<file path="src/rtl/jk_bank_sequencer_if.sv">
// Command handshake and JK-bank connection bundle for jk_bank_sequencer.
// The master side issues commands and owns the bank; the slave side is the sequencer.
interface jk_bank_sequencer_if #(
    parameter int WIDTH = 4,
    parameter int CNT_W = 8
);
    logic             iCmdValid;
    logic             oCmdReady;
    logic [2:0]       iCmdOp;
    logic [WIDTH-1:0] iCmdData;
    logic [CNT_W-1:0] iCmdCount;
    logic             iAbort;
    logic [WIDTH-1:0] iQ;
    logic [WIDTH-1:0] oJ;
    logic [WIDTH-1:0] oK;
    logic             oBusy;
    logic             oDone;

    modport master (
        output iCmdValid, iCmdOp, iCmdData, iCmdCount, iAbort, iQ,
        input  oCmdReady, oJ, oK, oBusy, oDone
    );

    modport slave (
        input  iCmdValid, iCmdOp, iCmdData, iCmdCount, iAbort, iQ,
        output oCmdReady, oJ, oK, oBusy, oDone
    );
endinterface

</file>
<file path="src/rtl/jk_bank_sequencer.sv">
// Turns load/clear/count/toggle commands into per-cycle J/K drive for an external
// bank of JK flip-flops that shares this clock; also clears the bank after reset.
module jk_bank_sequencer #(
    parameter int WIDTH = 4,
    parameter int CNT_W = 8
) (
    input  logic                 iClk,
    input  logic                 iRstn,
    jk_bank_sequencer_if.slave   bus
);
    localparam logic [2:0] OP_NOP    = 3'd0;
    localparam logic [2:0] OP_LOAD   = 3'd1;
    localparam logic [2:0] OP_CLEAR  = 3'd2;
    localparam logic [2:0] OP_UP     = 3'd3;
    localparam logic [2:0] OP_DOWN   = 3'd4;
    localparam logic [2:0] OP_TOGGLE = 3'd5;

    typedef enum logic [1:0] {
        S_INIT,
        S_IDLE,
        S_EXEC,
        S_DONE
    } state_t;

    state_t           state_q, state_d;
    logic [2:0]       op_q, op_d;
    logic [WIDTH-1:0] data_q, data_d;
    logic [CNT_W-1:0] cnt_q, cnt_d;

    // Ripple-style toggle enables: a bit flips when every lower bit is 1 (up) or 0 (down).
    logic [WIDTH-1:0] up_t;
    logic [WIDTH-1:0] dn_t;

    generate
        for (genvar gi = 0; gi < WIDTH; gi++) begin : g_carry
            if (gi == 0) begin : g_lsb
                assign up_t[gi] = 1'b1;
                assign dn_t[gi] = 1'b1;
            end else begin : g_upper
                assign up_t[gi] = &bus.iQ[gi-1:0];
                assign dn_t[gi] = &(~bus.iQ[gi-1:0]);
            end
        end
    endgenerate

    logic is_counted_op;
    logic is_single_op;
    assign is_counted_op = (bus.iCmdOp == OP_UP) || (bus.iCmdOp == OP_DOWN) ||
                           (bus.iCmdOp == OP_TOGGLE);
    assign is_single_op  = (bus.iCmdOp == OP_LOAD) || (bus.iCmdOp == OP_CLEAR);

    always_ff @(posedge iClk or negedge iRstn) begin
        if (!iRstn) begin
            state_q <= S_INIT;
            op_q    <= OP_NOP;
            data_q  <= '0;
            cnt_q   <= '0;
        end else begin
            state_q <= state_d;
            op_q    <= op_d;
            data_q  <= data_d;
            cnt_q   <= cnt_d;
        end
    end

    always_comb begin
        state_d       = state_q;
        op_d          = op_q;
        data_d        = data_q;
        cnt_d         = cnt_q;
        bus.oJ        = '0;
        bus.oK        = '0;
        bus.oCmdReady = 1'b0;
        bus.oBusy     = 1'b0;
        bus.oDone     = 1'b0;

        case (state_q)
            S_INIT: begin
                bus.oK    = '1;
                bus.oBusy = 1'b1;
                state_d   = S_IDLE;
            end

            S_IDLE: begin
                bus.oCmdReady = 1'b1;
                if (bus.iCmdValid) begin
                    op_d   = bus.iCmdOp;
                    data_d = bus.iCmdData;
                    cnt_d  = is_single_op ? CNT_W'(1) : bus.iCmdCount;
                    // Nothing to execute: NOP, reserved opcodes and zero-length counts.
                    if (is_single_op || (is_counted_op && (bus.iCmdCount != '0))) begin
                        state_d = S_EXEC;
                    end else begin
                        state_d = S_DONE;
                    end
                end
            end

            S_EXEC: begin
                bus.oBusy = 1'b1;
                if (bus.iAbort) begin
                    state_d = S_DONE;
                end else begin
                    case (op_q)
                        OP_LOAD: begin
                            bus.oJ = data_q;
                            bus.oK = ~data_q;
                        end
                        OP_CLEAR: begin
                            bus.oK = '1;
                        end
                        OP_UP: begin
                            bus.oJ = up_t;
                            bus.oK = up_t;
                        end
                        OP_DOWN: begin
                            bus.oJ = dn_t;
                            bus.oK = dn_t;
                        end
                        OP_TOGGLE: begin
                            bus.oJ = data_q;
                            bus.oK = data_q;
                        end
                        default: begin
                            bus.oJ = '0;
                            bus.oK = '0;
                        end
                    endcase
                    cnt_d = cnt_q - CNT_W'(1);
                    if (cnt_q <= CNT_W'(1)) begin
                        state_d = S_DONE;
                    end
                end
            end

            S_DONE: begin
                bus.oDone = 1'b1;
                state_d   = S_IDLE;
            end

            default: begin
                state_d = S_INIT;
            end
        endcase
    end
endmodule
</file>
<file path="src/flat_wrapper.sv">
// flat-port wrapper written by rule: the top's interface ports become plain ports
module jk_bank_sequencer_flat 
#(
    parameter int WIDTH = 4,
    parameter int CNT_W = 8
)
  (iClk, iRstn, bus_iCmdValid, bus_iCmdOp, bus_iCmdData, bus_iCmdCount, bus_iAbort, bus_iQ, bus_oCmdReady, bus_oJ, bus_oK, bus_oBusy, bus_oDone);
  jk_bank_sequencer_if #(.WIDTH(WIDTH), .CNT_W(CNT_W)) bus_i ();
  input  logic iClk;
  input  logic iRstn;
  input wire logic [$bits(bus_i.iCmdValid)-1:0] bus_iCmdValid;
  input wire logic [$bits(bus_i.iCmdOp)-1:0] bus_iCmdOp;
  input wire logic [$bits(bus_i.iCmdData)-1:0] bus_iCmdData;
  input wire logic [$bits(bus_i.iCmdCount)-1:0] bus_iCmdCount;
  input wire logic [$bits(bus_i.iAbort)-1:0] bus_iAbort;
  input wire logic [$bits(bus_i.iQ)-1:0] bus_iQ;
  output wire logic [$bits(bus_i.oCmdReady)-1:0] bus_oCmdReady;
  output wire logic [$bits(bus_i.oJ)-1:0] bus_oJ;
  output wire logic [$bits(bus_i.oK)-1:0] bus_oK;
  output wire logic [$bits(bus_i.oBusy)-1:0] bus_oBusy;
  output wire logic [$bits(bus_i.oDone)-1:0] bus_oDone;
  assign bus_i.iCmdValid = bus_iCmdValid;
  assign bus_i.iCmdOp = bus_iCmdOp;
  assign bus_i.iCmdData = bus_iCmdData;
  assign bus_i.iCmdCount = bus_iCmdCount;
  assign bus_i.iAbort = bus_iAbort;
  assign bus_i.iQ = bus_iQ;
  assign bus_oCmdReady = bus_i.oCmdReady;
  assign bus_oJ = bus_i.oJ;
  assign bus_oK = bus_i.oK;
  assign bus_oBusy = bus_i.oBusy;
  assign bus_oDone = bus_i.oDone;
  jk_bank_sequencer #(.WIDTH(WIDTH), .CNT_W(CNT_W)) u_core (.iClk(iClk), .iRstn(iRstn), .bus(bus_i));
endmodule
</file>
<file path="config.mk">
export PLATFORM = sky130hd
export DESIGN_NAME = jk_bank_sequencer_flat
export DESIGN_NICKNAME = d
export VERILOG_FILES = /design/src/rtl/jk_bank_sequencer_if.sv /design/src/rtl/jk_bank_sequencer.sv /design/src/flat_wrapper.sv
export SDC_FILE = /design/constraint.sdc
export NUM_CORES = 1
export LEC_CHECK = 0
export ABC_AREA = 1
export CORE_MARGIN = 10
export CORE_UTILIZATION = 46
export CTS_BUF_LIST = sky130_fd_sc_hd__clkbuf_4 sky130_fd_sc_hd__clkbuf_8
export CTS_CLUSTER_SIZE = 20
export DETAILED_ROUTE_END_ITERATION = 16
export HOLD_SLACK_MARGIN = 0.1
export PLACE_DENSITY = 0.76
export SYNTH_ARGS = -nofsm -noshare
export SYNTH_HDL_FRONTEND = slang
export SYNTH_SLANG_ARGS = --single-unit
</file>
<file path="constraint.sdc">
create_clock -name iClk -period 1.5 [get_ports iClk]
set_input_delay 0.375 -clock iClk [delete_from_list [all_inputs] [get_ports iClk]]
set_output_delay 0.375 -clock iClk [all_outputs]
set_load 0.1 [all_outputs]
</file>
== After elaboration in Yosys (flattened, before gate mapping) ==
Cells that the tools add are included.

* Equal/unequal tests: 16
* Mux-type cells: 18
* Reductions and logical operators: 18
* Add/sub/neg operators: 1
* Bitwise gates (word level): 4
* Order comparisons: 1

{| class="wikitable"
|+ Operator list
! kind !! number
|-
| two-way mux 8 bit || 3
|-
| case mux 4 bit (5 select lines) || 1
|-
| case mux 8 bit (2 select lines) || 1
|-
| equality test 3 x 2 -> 1 bit (second input constant) || 4
|-
| equality test 3 bit (second input constant) || 4
|-
| two-way mux 4 bit || 3
|-
| case mux 4 bit (3 select lines) || 1
|-
| AND reduction 3 bit || 3
|-
| less-or-equal comparator 8 x 1 -> 1 bit (second input constant) || 1
|-
| case mux 4 bit (2 select lines) || 1
|-
| AND reduction 2 bit || 4
|-
| nonzero test 8 bit || 1
|-
| subtractor 8 x 1 -> 8 bit (second input constant) || 1
|-
| equality test 3 x 1 -> 1 bit (second input constant) || 2
|-
| two-way mux 2 bit || 3
|-
| case mux 2 bit (3 select lines) || 1
|-
| OR reduction 2 bit || 3
|-
| equality test 2 bit (second input constant) || 2
|-
| logical OR 1 bit || 4
|-
| two-way mux 1 bit || 4
|-
| != test 2 bit (second input constant) || 2
|-
| NOT 4 bit || 1
|-
| != test 3 x 2 -> 1 bit (second input constant) || 1
|-
| NOT 3 bit || 1
|-
| 6 further kinds || 6
|}

* Input bits: 23
* Bits in registers: 17
* Word-level logic and storage cells: 62
* Output and inout bits: 11

== Longest topological paths before layout ==
* Depth after elaboration: 8
* Mapped depth: 11
* Depth with buffers taken out: 10

== Worst setup path after synthesis ==
No wires, ideal clock.

* Path type: register to output
* Start: register u_core.state_q[0]
* End: output bus_oJ[0]
* Data arrival time: 2.436 ns
* Cell stages (with the launch flop): 7
* Required time: 1.125 ns
* Slack: -1.311 ns
* Cell sequence: dfrtp_1 inv_1 ha_1 inv_1 nor2_2 nand2_1 a21oi_1

* Word-level cells in the longest chain between the ends: 2

{| class="wikitable"
|+ Ends and longest elaborated chain
! element !! line !! RTL
|-
| start, declared || jk_bank_sequencer.sv:25 || <nowiki>state_t state_q, state_d;</nowiki>
|-
| start signal, assigned || jk_bank_sequencer.sv:59 || <nowiki>state_q <= state_d;</nowiki>
|-
| equality test 2 bit || jk_bank_sequencer.sv:77 || <nowiki>case (state_q)</nowiki>
|-
| two-way mux 4 bit || jk_bank_sequencer.sv:77 ||
|-
| end, declared || flat_wrapper.sv:18 || <nowiki>output wire logic [$bits(bus_i.oJ)-1:0] bus_oJ;</nowiki>
|}

No other way between the ends.

== Worst setup path in the final report ==
* Start: register u_core.op_q[1]
* End: output bus_oJ[2]

* Word-level cells in the longest chain between the ends: 5
* Elaborated cells on any way between the ends: 8
* Those cells by class: 4 x eq/ne; 3 x mux; 1 x reduce/logical

{| class="wikitable"
|+ Ends and longest elaborated chain
! element !! line !! RTL
|-
| start, declared || jk_bank_sequencer.sv:26 || <nowiki>logic [2:0] op_q, op_d;</nowiki>
|-
| start signal, assigned || jk_bank_sequencer.sv:60 || <nowiki>op_q <= op_d;</nowiki>
|-
| equality test 3 x 1 -> 1 bit / equality test 3 bit (equally long branches) || jk_bank_sequencer.sv:104 || <nowiki>case (op_q)</nowiki>
|-
| OR reduction 2 bit (no source line) || n/a ||
|-
| case mux 4 bit (3 select lines) (*) || jk_bank_sequencer.sv:104 ||
|-
| two-way mux 4 bit (*) || jk_bank_sequencer.sv:101 || <nowiki>if (bus.iAbort) begin</nowiki>
|-
| two-way mux 4 bit (*) || jk_bank_sequencer.sv:77 ||
|}

Every way passes the cells marked *; elsewhere a longest branch is shown, timed or not.

==> reports/metrics.cfg <==
[outcome]
status=finished, violations left
violations=setup timing

[global_routing]
antenna_found_initial=0
grt_max_degree=18
grt_usage_pct=17.37
grt_pass1_vias=1608
grt_pass1_wl_um=7583
grt-ovfl-total=0

[cts]
clkSinkCount=17
clk_path_buf_depth=2
h-tree-depth=1
holdBufCountCts=0
clk_latency_ns=0.33
clkSlewWorstSetupHoldPaths_ns=0.14
cts_root_buffer=clkbuf_4
cts_inserted_buffers=3
tritoncts=yes

[hold_path]
min_path_type=input pin to async pin

[critical_path]
crit_path_max_fanout=3
reg2reg_to=u_core.cnt_q[4]
cpPeakStageDelay_ns=0.43
cp.arrival_ns=1.83
path_cells=inv_2, nand2_4, inv_4, nand2_4, nor2_4, nor2_2, nand2_1, nand3_2, clkinvlp_4, buf_12
cp-end-kind=primary output
path_common_cell=nand2_4
critical_path_buf_inv_count=4
r2r-start=u_core.state_q[1]
startpoint=u_core.op_q[1]
cp_slowest_cell=dfrtp_1
crit_required_ns=1.12
criticalPathCategory=flip-flop to primary output
r2r.worst_path.cells=12
r2r_setup_slack_ns=-0.35
cpLargestDelayFamily=simple AND/OR/NAND/NOR gates
crit_path_start_kind=flip-flop

[synth]
ys_ff_latch=17
yosysTopAreaCellShare_pct=30.85
netlist_top_cells_area=dfrtp_1, nand2_1, nor2_1
ys_types=22
yosysMostFrequentCell=nand2_1
syn_area_per_cell_um2=6.183
yosysTopAreaCell=dfrtp_1
syn_nets=253
synth-edff-count=0
ys_warn_count=0
ys_seq_area_share_pct=30.85
syn_area_um2=1379
ys.flop_type=dfrtp_1
syn_inst=223
yosys-top-cells-count=nand2_1, nor2_1, inv_1
synthArstFlopShare_pct=100.0

[placed_design]
dpl.cell_count=309
portBuffers=32
dpl.hpwl_um=3340
gp_congestion=0.9177
post_dp_cell_area_um2=2173

[die]
io_pins=34
std_cell_rows=19
die_area_um2=5588
fp.dieH_um=74.75
core_um2=2805
die_w_um=74.75
initial_core_util_pct=49.15

[power]
finalPower_mw=6.575
power_density_nw_per_um2=2459
irDropWorstVdd_mv=1.847
p_leak_nw=1.238

[routing]
dr_wl_met3_um=874
wl_met1_um=2590
antenna_left=0
dr.pass1.iters=6
vias=2133
wl_per_cell_um=23.44
drc=0
met2WireLength_um=3535
highest_layer=met4
routed_via_density=6.523
drt-total-wl_um=7664
drtIter0Drc=312

[finish]
syn_to_final_growth_pct=93.92
fin_cells=327
insertedDiodeCount=0
final_area_um2=2674
drive_gt1_share_pct=46.62
layout.nets=327

[sta]
fin_hold_ws_ns=0.3710
fin_crit_ns=2.203
skew_ns=0.01731
worst_slew_margin_rel_pct=73.27
fin_tns_setup_ns=-10.09
tightest_slew_ns=0.3994
layout_setup_ws_ns=-0.7029
fmax_mhz=453.9
setup_viol=28
drv_slew=0
hold_viol_final=0
post-route-period-util_pct=146.9
rsz0062_at_grt=yes

[run]
drv_cap=0

-- where the power goes --
| group | switching (mW) | total, mW | internal (mW) |
|---|---|---|---|
| combinational | 3.18 | 5.29 | 2.10 |
| sequential | 0.307 | 0.991 | 0.684 |
| clock | 0.197 | 0.297 | 0.100 |
-- cell type report --
| type | instances | area, um^2 |
|---|---|---|
| Clock buffer | 3 | 22.52 |
| Inverter | 28 | 136.4 |
| Tap cell | 31 | 38.79 |
| Multi-Input combinational cell | 174 | 1221 |
| Fill cell | 76 | 131.4 |
| Timing Repair inverter | 1 | 7.507 |
| Clock inverter | 1 | 5.005 |
| Timing Repair Buffer | 72 | 814.5 |
| Sequential cell | 17 | 427.9 |
-- per-stage QoR --
| stage | setup slack (ns) | util (%) |
|---|---|---|
| floorplan | -0.3493 | - |
| global placement | -0.5191 | 77.48 |
| detailed placement | -0.5636 | 77.48 |
| CTS | -0.5003 | 82.69 |
| global route | -0.7690 | 95.32 |
| finish | -0.7029 | 95.32 |
-- what timing repair did --
item                                   4_1_cts  5_1_grt
pin swaps                                    7       27
gates resized for setup                     31       77
setup endpoints to repair                   22       28
endpoints found under the hold margin        0        0
setup buffers                                3        9
cloned                                       1        1
-- cell usage in the layout (no fill, tap or decap), drive strengths merged, types with 6 or more instances in the layout --
| cell | synthesis | layout |
|---|---|---|
| a21oi | 6 | 6 |
| buf | 4 | 50 |
| clkdlybuf4s50 | 0 | 19 |
| dfrtp | 17 | 17 |
| ha | 7 | 7 |
| inv | 28 | 25 |
| nand2 | 79 | 79 |
| nand3 | 17 | 17 |
| nor2 | 38 | 38 |
| o21ai | 17 | 17 |
-- metal layers --
metal	global-route usage, %	up-vias
li1	-	858
met1	20.94	946
met2	29.78	231
met3	4.862	98
met4	4.412	0
met5	0	-
-- logic make-up (layout without fill, tap and decap cells) --
logic type	after synthesis	after routing	share of synthesized area (%)
simple gates	137	137	40.56
buf+inv	32	105	9.528
compound gates	28	28	11.07
flops	17	17	30.85
fa+ha+maj	7	7	6.352
mux	2	2	1.633
-- worst max path at each step --
stage	slack (ns)	cells past startpoint	end
after global routing	-0.77	9	bus_oK[3]
after CTS	-0.50	9	bus_oK[3]
after floorplan	-0.35	6	bus_oJ[0]
after global placement	-0.52	9	bus_oK[2]
final	-0.70	10	bus_oJ[2]
after detailed placement	-0.56	9	bus_oK[2]
-- sequential cells by signal, indices dropped and copies added (netlist names) --
name            cells
u_core.op_q         3
u_core.cnt_q        8
u_core.state_q      2
u_core.data_q       4
Power figures use the tool's default switching activity.
